### src/rtl/wb_pkg.sv
// Shared types and default sizes for the writeback arbiter slice.
package wb_pkg;

    localparam int NUM_REGS   = 32;
    localparam int REG_ADDR_W = $clog2(NUM_REGS);
    localparam int DATA_W     = 32;

    typedef enum logic {
        GRANT_ALU = 1'b0,
        GRANT_MEM = 1'b1
    } grant_t;

    typedef struct packed {
        logic [REG_ADDR_W-1:0] rd;
        logic [DATA_W-1:0]     data;
    } wb_req_t;

endpackage

### src/rtl/wb_slot.sv
// One-entry holding register for a writeback producer: load wins over free.
module wb_slot
    import wb_pkg::*;
#(
    parameter int RD_W  = REG_ADDR_W,
    parameter int VAL_W = DATA_W
) (
    input  logic             clk,
    input  logic             rst,
    input  logic             load,
    input  logic [RD_W-1:0]  load_rd,
    input  logic [VAL_W-1:0] load_data,
    input  logic             free,
    output logic             occupied,
    output logic [RD_W-1:0]  rd,
    output logic [VAL_W-1:0] data
);

    // NOTE: sequential state always uses non-blocking assignments so every
    // flop samples the pre-edge values regardless of block ordering.
    always_ff @(posedge clk or negedge rst) begin
        if (!rst) begin
            occupied <= 1'b0;
            rd       <= '0;
            data     <= '0;
        end else if (load) begin
            occupied <= 1'b1;
            rd       <= load_rd;
            data     <= load_data;
        end else if (free) begin
            occupied <= 1'b0;
        end
    end

endmodule

### src/rtl/wb_arbiter.sv
// Round-robin writeback arbiter: two producer slots share one registered
// register-file write port, with a pending-destination mask for hazard stalls.
module wb_arbiter #(
    parameter int  NUM_REGS = wb_pkg::NUM_REGS,
    parameter int  DATA_W   = wb_pkg::DATA_W,
    localparam int ADDR_W   = $clog2(NUM_REGS)
) (
    input  logic                clk,
    input  logic                rst,
    input  logic                alu_wb_valid,
    input  logic [ADDR_W-1:0]   alu_wb_rd,
    input  logic [DATA_W-1:0]   alu_wb_data,
    output logic                alu_wb_ready,
    input  logic                mem_wb_valid,
    input  logic [ADDR_W-1:0]   mem_wb_rd,
    input  logic [DATA_W-1:0]   mem_wb_data,
    output logic                mem_wb_ready,
    output logic                register_write_en,
    output logic [ADDR_W-1:0]   rd_address,
    output logic [DATA_W-1:0]   register_write_data,
    output logic [NUM_REGS-1:0] pending_mask
);

    import wb_pkg::*;

    logic              alu_occ, mem_occ;
    logic [ADDR_W-1:0] alu_rd, mem_rd;
    logic [DATA_W-1:0] alu_data, mem_data;
    logic              alu_grant, mem_grant;
    logic              alu_conflict, mem_conflict;
    logic              alu_load, mem_load;
    grant_t            prio;

    assign alu_grant = alu_occ && (!mem_occ || prio == GRANT_ALU);
    assign mem_grant = mem_occ && (!alu_occ || prio == GRANT_MEM);

    // A same-destination write must wait until the older one in the other
    // slot drains, otherwise the two could retire out of program order.
    assign alu_conflict = (alu_wb_rd != '0) && mem_occ && (mem_rd == alu_wb_rd) && !mem_grant;
    assign mem_conflict = (mem_wb_rd != '0) && alu_occ && (alu_rd == mem_wb_rd) && !alu_grant;

    assign alu_wb_ready = (!alu_occ || alu_grant) && !alu_conflict && rst;
    assign mem_wb_ready = (!mem_occ || mem_grant) && !mem_conflict && rst;

    // Writes to x0 complete the handshake but are dropped here.
    assign alu_load = alu_wb_valid && alu_wb_ready && (alu_wb_rd != '0);
    assign mem_load = mem_wb_valid && mem_wb_ready && (mem_wb_rd != '0);

    wb_slot #(.RD_W(ADDR_W), .VAL_W(DATA_W)) u_alu_slot (
        .clk       (clk),
        .rst       (rst),
        .load      (alu_load),
        .load_rd   (alu_wb_rd),
        .load_data (alu_wb_data),
        .free      (alu_grant),
        .occupied  (alu_occ),
        .rd        (alu_rd),
        .data      (alu_data)
    );

    wb_slot #(.RD_W(ADDR_W), .VAL_W(DATA_W)) u_mem_slot (
        .clk       (clk),
        .rst       (rst),
        .load      (mem_load),
        .load_rd   (mem_wb_rd),
        .load_data (mem_wb_data),
        .free      (mem_grant),
        .occupied  (mem_occ),
        .rd        (mem_rd),
        .data      (mem_data)
    );

    always_ff @(posedge clk or negedge rst) begin
        if (!rst) begin
            register_write_en   <= 1'b0;
            rd_address          <= '0;
            register_write_data <= '0;
            prio                <= GRANT_MEM;
        end else begin
            register_write_en <= alu_grant || mem_grant;
            if (alu_grant) begin
                rd_address          <= alu_rd;
                register_write_data <= alu_data;
            end else if (mem_grant) begin
                rd_address          <= mem_rd;
                register_write_data <= mem_data;
            end
            // Only a contested grant rotates priority.
            if (alu_occ && mem_occ) begin
                prio <= alu_grant ? GRANT_MEM : GRANT_ALU;
            end
        end
    end

    // NOTE: the mask starts from a full default so no path through this
    // block leaves a bit unassigned and infers a latch.
    always_comb begin
        pending_mask = '0;
        if (alu_occ)           pending_mask[alu_rd]     = 1'b1;
        if (mem_occ)           pending_mask[mem_rd]     = 1'b1;
        if (register_write_en) pending_mask[rd_address] = 1'b1;
        pending_mask[0] = 1'b0;
    end

endmodule

### config.mk
export PLATFORM = sky130hd
export DESIGN_NAME = wb_arbiter
export DESIGN_NICKNAME = d
export VERILOG_FILES = /design/src/rtl/wb_pkg.sv /design/src/rtl/wb_slot.sv /design/src/rtl/wb_arbiter.sv
export SDC_FILE = /design/constraint.sdc
export NUM_CORES = 1
export LEC_CHECK = 0
export ABC_AREA = 1
export CAP_MARGIN = 20
export CORE_ASPECT_RATIO = 2
export CORE_MARGIN = 2
export CORE_UTILIZATION = 49
export CTS_CLUSTER_DIAMETER = 50
export DETAILED_ROUTE_END_ITERATION = 6
export PLACE_DENSITY = 0.82
export SYNTH_ARGS = -nofsm -noshare
export SYNTH_HDL_FRONTEND = slang
export SYNTH_HIERARCHICAL = 1
export SYNTH_SLANG_ARGS = --single-unit
### constraint.sdc
create_clock -name clk -period 1.85 [get_ports clk]
set_input_delay 0.37 -clock clk [delete_from_list [all_inputs] [get_ports clk]]
set_output_delay 0.37 -clock clk [all_outputs]
set_load 0.02 [all_outputs]
==> summary.md <==
| Metric | Value |
|---|---|
| Status | `finished, violations left` |
| Failing checks | `negative setup slack` |
| CTS buffer count | `17` |
| CP Capture Type | `primary output` |
| Total power | `0.0151 W` |
| CP required | `1.48 ns` |
| Pleak | `4.82 nW` |
| Post-DP HPWL | `13300 um` |
| Max Slew Vio Count | `0` |
| Yosys reg bits | `115` |
| Asr flop ratio synth | `1.00` |
| Total grt overflow | `0` |
| Syn-to-layout area delta | `63.5%` |
| # fillers | `702` |
| Ant diodes | `0` |
| Main combinational cell family by area after synthesis | `simple AND/OR/NAND/NOR gates` |
| Largest net degree at the start of global routing | `116` |
| FF-to-FF setup slack | `0 ns` |
| Worst R2R End | `u_alu_slot/data[25]` |
| Slew @ Worst Pin | `0.626 ns` |
| Syn. warnings | `6` |
| DR WL/cell | `18.6 um` |
| Cell taking the most area after synthesis | `dfrtp_1` |
| Worst Reg-to-Reg Cells | `12` |
| Top-count cell post-synth | `nand2_1` |
| CTS tree | `yes` |
| Netlist cell types | `24` |
| Slew HR | `0.582` |
| CP Launch Type | `flip-flop` |
| Power Dens Cells | `1600 nW/um^2` |
| Hold Path Class | `in -> async` |
| Drt via density | `5.54` |
| Mapped Area | `5760 sq um` |
| RR Startpoint | `u_mem_slot/occupied` |
| Post-synthesis mux area share | `0` |
| Combinational group share of total power | `0.483` |
| Initial antenna violation count | `0` |
| Simple-gate share of the synthesized area | `0.412` |
| Most used DFF post-synth | `dfrtp_1` |
| Synth top cells by count | `nand2_1, dfrtp_1, nand3_1` |
| Die area | `12700 sq um` |
| Clk pin slew, worst setup/hold paths | `0.05 ns` |
| Core outline area | `11600 sq um` |
| Seq pwr share | `0.281` |
| Synth area leaders | `dfrtp_1, nand2_1, nand3_1, nor3_1, inv_1` |
| Minimum clock period | `2.06 ns` |
| Critical path class | `reg -> out` |
| Die H | `157 um` |
| Total wire length | `21900 um` |
| Final Hold Vio Count | `0` |
| Row Count | `56` |
| Setup Viol. Count Final | `36` |
| Initial Utilization | `0.496` |
| Clk_lat worst skew | `0.41 ns` |
| Xor/xnor cell area share of the yosys netlist | `0` |
| Max Root-Sink Buffers | `2` |
| Unrepaired setup endpoints after global routing | `true` |
| Clock sink count | `115` |
| Synth Area in Adders | `0` |
| Vias post-DR | `6532` |
| Iter 0 DRT Violations | `441` |
| Crit path DAT | `1.69 ns` |
| Post-route setup TNS | `-4.68 ns` |
| Maximum Capacitance Violations | `0` |
| Remaining antenna violation count | `0` |
| Clk_skew | `0.0106 ns` |
| DP Area | `8000 sq um` |
| Final worst path period share | `1.12` |
| Net Sw Frac | `0.398` |
| Mapped Cells | `774` |
| Syn nets | `852` |
| Cell area after layout | `9430 sq um` |
| Max Fclk | `484 MHz` |
| Placer congestion estimate | `0.924` |
| GRT Total Usage | `0.331` |
| VDD IR max | `1040 uV` |
| Share of post-route cells with drive strength above 1 | `0.306` |
| Setup WS post-layout | `-0.214 ns` |
| Post-synthesis sequential area ratio | `0.499` |
| Drt pass-1 iters | `5` |
| Sw Pwr | `0.00600 W` |
| Clk Tree Root Cell | `clkbuf_16` |
| DR DRC count | `0` |
| Port Buffer Count | `148` |
| Layout net count | `1100` |
| Vias in the first global route | `6267` |
| Internal power | `0.00905 W` |
| Avg Inst Size Synth | `7.45 sq um` |
| Share of the synthesized area in the top cell type | `0.495` |
| Clk pwr share | `0.236` |
| # H-tree levels | `4` |
| Die X | `80.7 um` |
| IO Count | `150` |
| Synth Area in Compound Gates | `0.0137` |
| Number of synthesized flops with an enable pin | `0` |
| Max FO, Critical Path | `6` |
| Global-route wire length before repair | `31500 um` |
==> registers in the layout (all words and copies together) (netlist names) <==
register	cells
prio	1
rd_address	5
register_write_data	32
register_write_en	1
u_alu_slot/data	32
u_alu_slot/occupied	1
u_alu_slot/rd	5
u_mem_slot/data	32
u_mem_slot/occupied	1
u_mem_slot/rd	5
==> per-layer routing <==
metal | wire length (um) | part of all wire | GRT usage
met2 | 11700 | 0.54 | 0.584
met5 | 0 | 0 | 0
met4 | 1750 | 0.080 | 0.217
met3 | 1520 | 0.069 | 0.0889
met1 | 6940 | 0.32 | 0.333
==> final cells by class <==
| class | instances | area [sq um] | area share |
|---|---|---|---|
| Timing Repair Buffer | 261 | 2590 | 0.275 |
| Sequential cell | 115 | 2890 | 0.307 |
| Clock buffer | 21 | 460 | 0.0489 |
| Clock inverter | 10 | 180 | 0.0191 |
| Inverter | 38 | 163 | 0.0173 |
| Tap cell | 145 | 181 | 0.0192 |
| Multi-Input combinational cell | 589 | 2960 | 0.314 |
==> power by group through the flow <==
| stage | registers (W) | clock network [W] | logic (W) |
|---|---|---|---|
| final | 0.00423 | 0.00355 | 0.00727 |
| after global routing | 0.00435 | 0.00370 | 0.00775 |
| after CTS | 0.00417 | 0.00357 | 0.00652 |
| after detailed placement | 0.00413 | 0 | 0.00610 |
| after global placement | 0.00410 | 0 | 0.00599 |
| after floorplan | 0.00445 | 0 | 0.00271 |
==> logic make-up (layout without fill, tap and decap cells) <==
family | count (synthesis) | in the layout
buffers and inverters | 70 | 330
DFF | 115 | 115
and+or+nand+nor | 576 | 576
AOI/OAI and AO/OA | 12 | 12
other | 1 | 1
==> repair_timing <==
item | CTS | global route
cloned | 0 | 2
gates resized for setup | 287 | 99
hold buffers | 0 | 0
hold endpoints to repair | 0 | 0
setup endpoints to repair | 75 | 89
setup buffers | 7 | 9
pin swaps | 40 | 30
==> through the flow <==
step	hold WS, ns	std cells	setup WS [ns]	utilization
global route	0.118	1179	-0.286	0.810
global placement	0.454	1132	-0.674	0.688
finish	0.0653	1179	-0.214	0.810
floorplan	0.0744	774	0.206	-
CTS	0.108	1169	-0.150	0.772
detailed placement	0.459	1132	-0.669	0.688
==> worst max-delay path: stages, from the launching register on <==
cell     delay, ns
dfrtp_2       0.50
inv_4         0.09
nor3_2        0.16
buf_4         0.17
nand2_1       0.09
nand3_1       0.14
buf_6         0.13
==> worst max path at each step <==
| stage | from | end | slack [ns] | cells past startpoint |
|---|---|---|---|---|
| floorplan | register_write_en | pending_mask[12] | 0.21 | 4 |
| global placement | alu_wb_rd[3] | alu_wb_ready | -0.67 | 10 |
| detailed placement | alu_wb_rd[3] | alu_wb_ready | -0.67 | 10 |
| CTS | u_alu_slot/rd[2] | mem_wb_ready | -0.15 | 8 |
| global route | u_mem_slot/occupied | pending_mask[26] | -0.29 | 6 |
| finish | rd_address[3] | pending_mask[26] | -0.21 | 6 |
==> cell usage in the layout, fill, tap and decap left out, types with 8 or more instances in the layout <==
cell type and count:
buf_12 9, buf_4 77, buf_6 59, clkbuf_16 18, clkdlybuf4s50_1 101, dfrtp_1 102
dfrtp_2 12, dlygate4sd2_1 12, inv_1 21, inv_2 10, nand2_1 376, nand2_2 42
nand3_1 81, nand3_2 20, nor2_1 8, nor3_2 17, nor3_4 12
Note: power is estimated with default switching activity, not from simulation.
==> edit 1, RTL diff (config.mk and constraints unchanged) <==
The package constant `NUM_REGS` goes from 32 to 64.
--- a/src/rtl/wb_pkg.sv
+++ b/src/rtl/wb_pkg.sv
@@ -2,5 +2,5 @@
 package wb_pkg;
 
-    localparam int NUM_REGS   = 32;
+    localparam int NUM_REGS   = 64;
     localparam int REG_ADDR_W = $clog2(NUM_REGS);
     localparam int DATA_W     = 32;
Interface: changed (resized alu_wb_rd, mem_wb_rd, pending_mask and rd_address); port bits go from 150 to 185. The function was not compared with the original's and may differ.
==> edit 1 against the unedited design <==
- the flow now stops in 5_1_grt
- synthesized cell count rose by 12%
- area after synthesis up 12%
==> edit 1: results (changes against the unedited design) <==
Status
  – Status: stopped before the end
  – Fail Step: 5_1_grt
  – Stop err: [ERROR GRT-0232] Routing congestion too high. Check the congestion heatmap in the GUI.

STA
  – Worst endpoint type: primary output
  – Worst Endpoint after GRT Repair: pending_mask[55]

CTS
  – TritonCTS buffer count: 17 (unchanged)
  – CTS root buffer: clkbuf_16
  – Maximum root-to-sink buffer count: 2 (unchanged)
  – H-Tree Level Count: 4 (unchanged)

Synth
  – Post-synth ARST share: 100% (unchanged)
  – Most numerous cell in the Yosys netlist: nand2_1
  – Yosys reg bits: 118 (+2.6%)
  – Synth warn: 6 (unchanged)
  – Ranking of synthesized cells by area: dfrtp_1 45%, nand2_1 23%, nand3_1 11%, o221ai_1 8.1%, inv_1 3.8%
  – Dominant synthesized flop cell: dfrtp_1
  – Post-synth top cells: 391 x nand2_1, 138 x nand3_1, 117 x dfrtp_1, 66 x inv_1, 60 x o221ai_1
  – Top cell type's share of synthesized area: 45.3% (-4.1 points)
  – Netlist cell types: 26 (+8.3%)
  – Sequential-to-total area share from yosys stat: 45.7% (-4.2 points)
  – Synthesized Nets: 950 (+12%)

Placement
  – I/O Buffers: 183 (+24%)
  – DP Wirelength: 18500 um (+38%)
  – Final Wtd Congestion: 1.07 (+16%)

GRT
  – Grt ovf: around 1500
  – Largest net degree at the start of global routing: about 110
  – Tot GR Track Use: 105%
==> edit 1: cell count changes after synthesis, sizes merged, moves of 10 or more <==
cell / change
o221ai: +56
nand3: +36
inv: +32
nand2: -31
nor3: -29
nor2: +13
clkbuf: +10
==> edit 1: what timing repair did <==
action | 4_1_cts
setup buffers | 67
pin swaps | 48
hold endpoints to repair | 5
cloned | 3
resized for setup | 731
endpoints found under the setup margin | 136
hold buffers | 1
==> edit 1: stage by stage <==
stage / hold WS (ns) / setup WS, ns / area [sq um] / cells
after global placement: 0.183 / -0.571 / 9230 / 1287
after CTS: 0.0958 / -0.334 / 11500 / 1386
after detailed placement: 0.184 / -0.620 / 9230 / 1287
after floorplan: 0.0744 / 0.0686 / 6460 / 870
==> edit 1: logic make-up after synthesis <==
logic type	Yosys count	share of synthesized area (%)
compound gates	67	8.87
xor+xnor	7	0.949
buf+inv	110	7.71
flops	118	45.7
other cells	1	0.0581
simple gates	567	36.7
==> edit 1: layer usage <==
layer,overflow,GRT usage (%)
met1,8,91.0
met2,1089,135
met3,13,77.4
met4,385,122
met5,1,32.4
==> edit 2, RTL diff (same flow settings) <==
Without the edit above. Reset style: synchronous (`rst`), changed in 2 clocked blocks.
--- a/src/rtl/wb_slot.sv
+++ b/src/rtl/wb_slot.sv
@@ -19,5 +19,5 @@
     // NOTE: sequential state always uses non-blocking assignments so every
     // flop samples the pre-edge values regardless of block ordering.
-    always_ff @(posedge clk or negedge rst) begin
+    always_ff @(posedge clk) begin
         if (!rst) begin
             occupied <= 1'b0;
--- a/src/rtl/wb_arbiter.sv
+++ b/src/rtl/wb_arbiter.sv
@@ -71,5 +71,5 @@
     );
 
-    always_ff @(posedge clk or negedge rst) begin
+    always_ff @(posedge clk) begin
         if (!rst) begin
             register_write_en   <= 1'b0;
Formal check against the unedited RTL: differs if rst is asserted again (counterexample within 4 cycles, from zero or initial values and one cycle with rst low); with rst held inactive, the same outputs for 4 cycles.
==> edit 2 against the unedited design <==
- first-iteration DRC count up 39%
- area after synthesis decreased by 4.6%
- critical endpoint unchanged
- worst setup slack worse by 0.018 ns
- global-route usage decreased by 1.1 points
- the flow still finishes with violations (negative setup slack)
- sequential cell count unchanged
- cell count shrank 0.59%
- cell area is 4.3% lower
- utilization up 1.4 points
- sequential share of layout area decreased by 4.7 points
- wire length grew 1.1%
- maximum frequency is 0.86% lower
Power is not compared: it rests on default switching activity, and its combinational part moved more than twofold at a synthesized area within 25%.
==> edit 2: results (changes against the unedited design) <==
Status
  – Status: complete, but fails checks
  – Failing checks: negative setup slack

Critical path
  – Family with the most delay on the worst path: simple AND/OR/NAND/NOR gates
  – Cells on worst reg2reg path: 9 (-3)
  – Worst R2R Start: u_alu_slot/occupied
  – Slowest cell delay on critical path: 0.35 ns (-0.15 ns)
  – R2r setup slk: -0.20 ns (-0.20 ns)
  – Worst EP arrival: 1.71 ns (+0.02 ns)
  – CP max stage cell: nor3_2

Layout
  – Layout cells sized above 1: 32.9% (+2.3 points)
  – Fillers: 630 (-10%)
  – Regs by FF count: register_write_data x32, u_alu_slot/data x32, u_mem_slot/data x32

Route
  – DR vias/cell: 5.83 (+5.3%)
  – Final wirelength: 22200 um (+1.1%)
  – Via count: 6837 (+4.7%)
  – Met3 wire len: 1580 um (+3.9%)
  – TritonRoute pass-1 iters: 6 (+1)
  – Starting DRT DRC Count: 612 (+39%)
  – M1 wire length: 7340 um (+5.8%)

STA
  – Layout Skew: 0.0140 ns (+0.00335 ns)
  – Hold_ws: 0.314 ns (+0.249 ns)
  – Fin Setup TNS: -4.51 ns (+0.163 ns)
  – Worst slew pin tran: 0.693 ns (+0.0670 ns)
  – Setup violators final: 74 (+110%)
  – Final setup margin: -0.232 ns (-0.0180 ns)

Synth
  – Synth warn: 6 (unchanged)
  – Post-synth top cells: 176 x nor2_1, 141 x nand2_1, 115 x dfxtp_1, 92 x o21ai_0, 68 x nand3_1
  – Avg Inst Size Synth: 6.92 sq um (-7.1%)
  – Netlist cell types: 27 (+13%)
  – Post-synth ARST share: 0% (-100 points)
  – Sequential-to-total area share from yosys stat: 41.9% (-8.1 points)
  – Dominant synthesized flop cell: dfxtp_1
  – Synthesized Nets: 873 (+2.5%)

GRT
  – Global routing usage on met3: 6.28% (-2.6 points)
  – Tot GR Track Use: 32.1% (-1.1 points)
  – Met2 usage: 57.9% (-0.46 points)
  – Vias in the first global route: 6337 (+1.1%)
  – Largest net degree at the start of global routing: 79 (-32%)
  – First-pass GRT wire length: 30500 um (-3.2%)

Placement
  – Placed instance area: 0.00765 sq mm (-4.3%)
  – Final Wtd Congestion: 0.937 (+1.5%)
  – Place WS: -0.739 ns (-0.0696 ns)
  – Placed Instances: 1134 (+0.18%)
  – DP Wirelength: 12900 um (-3.2%)

CTS
  – H-Tree Level Count: 4 (unchanged)
  – Post-CTS setup buffer count: 4 (-3)
  – Post-CTS Resized: 272 (-5.2%)

Hold path
  – Worst hold path type: in2reg
edit 2: cell types whose count changed in the layout (fill, tap and decap cells not counted), sizes merged, moves of 3 or more:
| cell | before | now |
|---|---|---|
| buf | 146 | 133 |
| clkbuf | 22 | 19 |
| clkdlybuf4s50 | 101 | 98 |
| dfrtp | 114 | 0 |
| dfxtp | 0 | 115 |
| inv | 38 | 42 |
| nand2 | 424 | 143 |
| nand3 | 102 | 68 |
| nor2 | 17 | 195 |
| o21ai | 5 | 147 |
| o221ai | 4 | 0 |
| o22ai | 0 | 4 |
edit 2: how the worst max path moves through the flow:
stage / start / to / slack, ns / cells after the start
2_1_floorplan: u_mem_slot/occupied / u_mem_slot/data[14] / 0.21 / 11
3_3_place_gp: mem_wb_rd[1] / mem_wb_ready / -0.72 / 10
3_5_place_dp: alu_wb_rd[1] / alu_wb_ready / -0.74 / 9
4_1_cts: u_alu_slot/rd[2] / mem_wb_ready / -0.11 / 9
5_1_grt: u_alu_slot/occupied / mem_wb_ready / -0.27 / 6
6_report: u_mem_slot/rd[2] / pending_mask[26] / -0.23 / 6
edit 2: logic make-up (layout without fill, tap and decap cells):
group | count (synthesis) | after routing | synth area share [%]
AO/OA/AOI/OAI | 155 | 155 | 14.5
buffers and inverters | 84 | 320 | 9.01
AND/OR/NAND/NOR | 440 | 440 | 34.6
other | 1 | 2 | 0.0682
flip-flops | 115 | 115 | 41.9
edit 2: cell type report:
class,instances,area [sq um],share of cell area (%)
tap,140,175,1.94
clock buffer,19,443,4.91
multi-input combinational,596,3200,35.5
clock inverter,13,206,2.29
sequential,115,2350,26.0
antenna,1,2.50,0.0277
timing repair buffer,247,2460,27.3
inverter,41,181,2.01
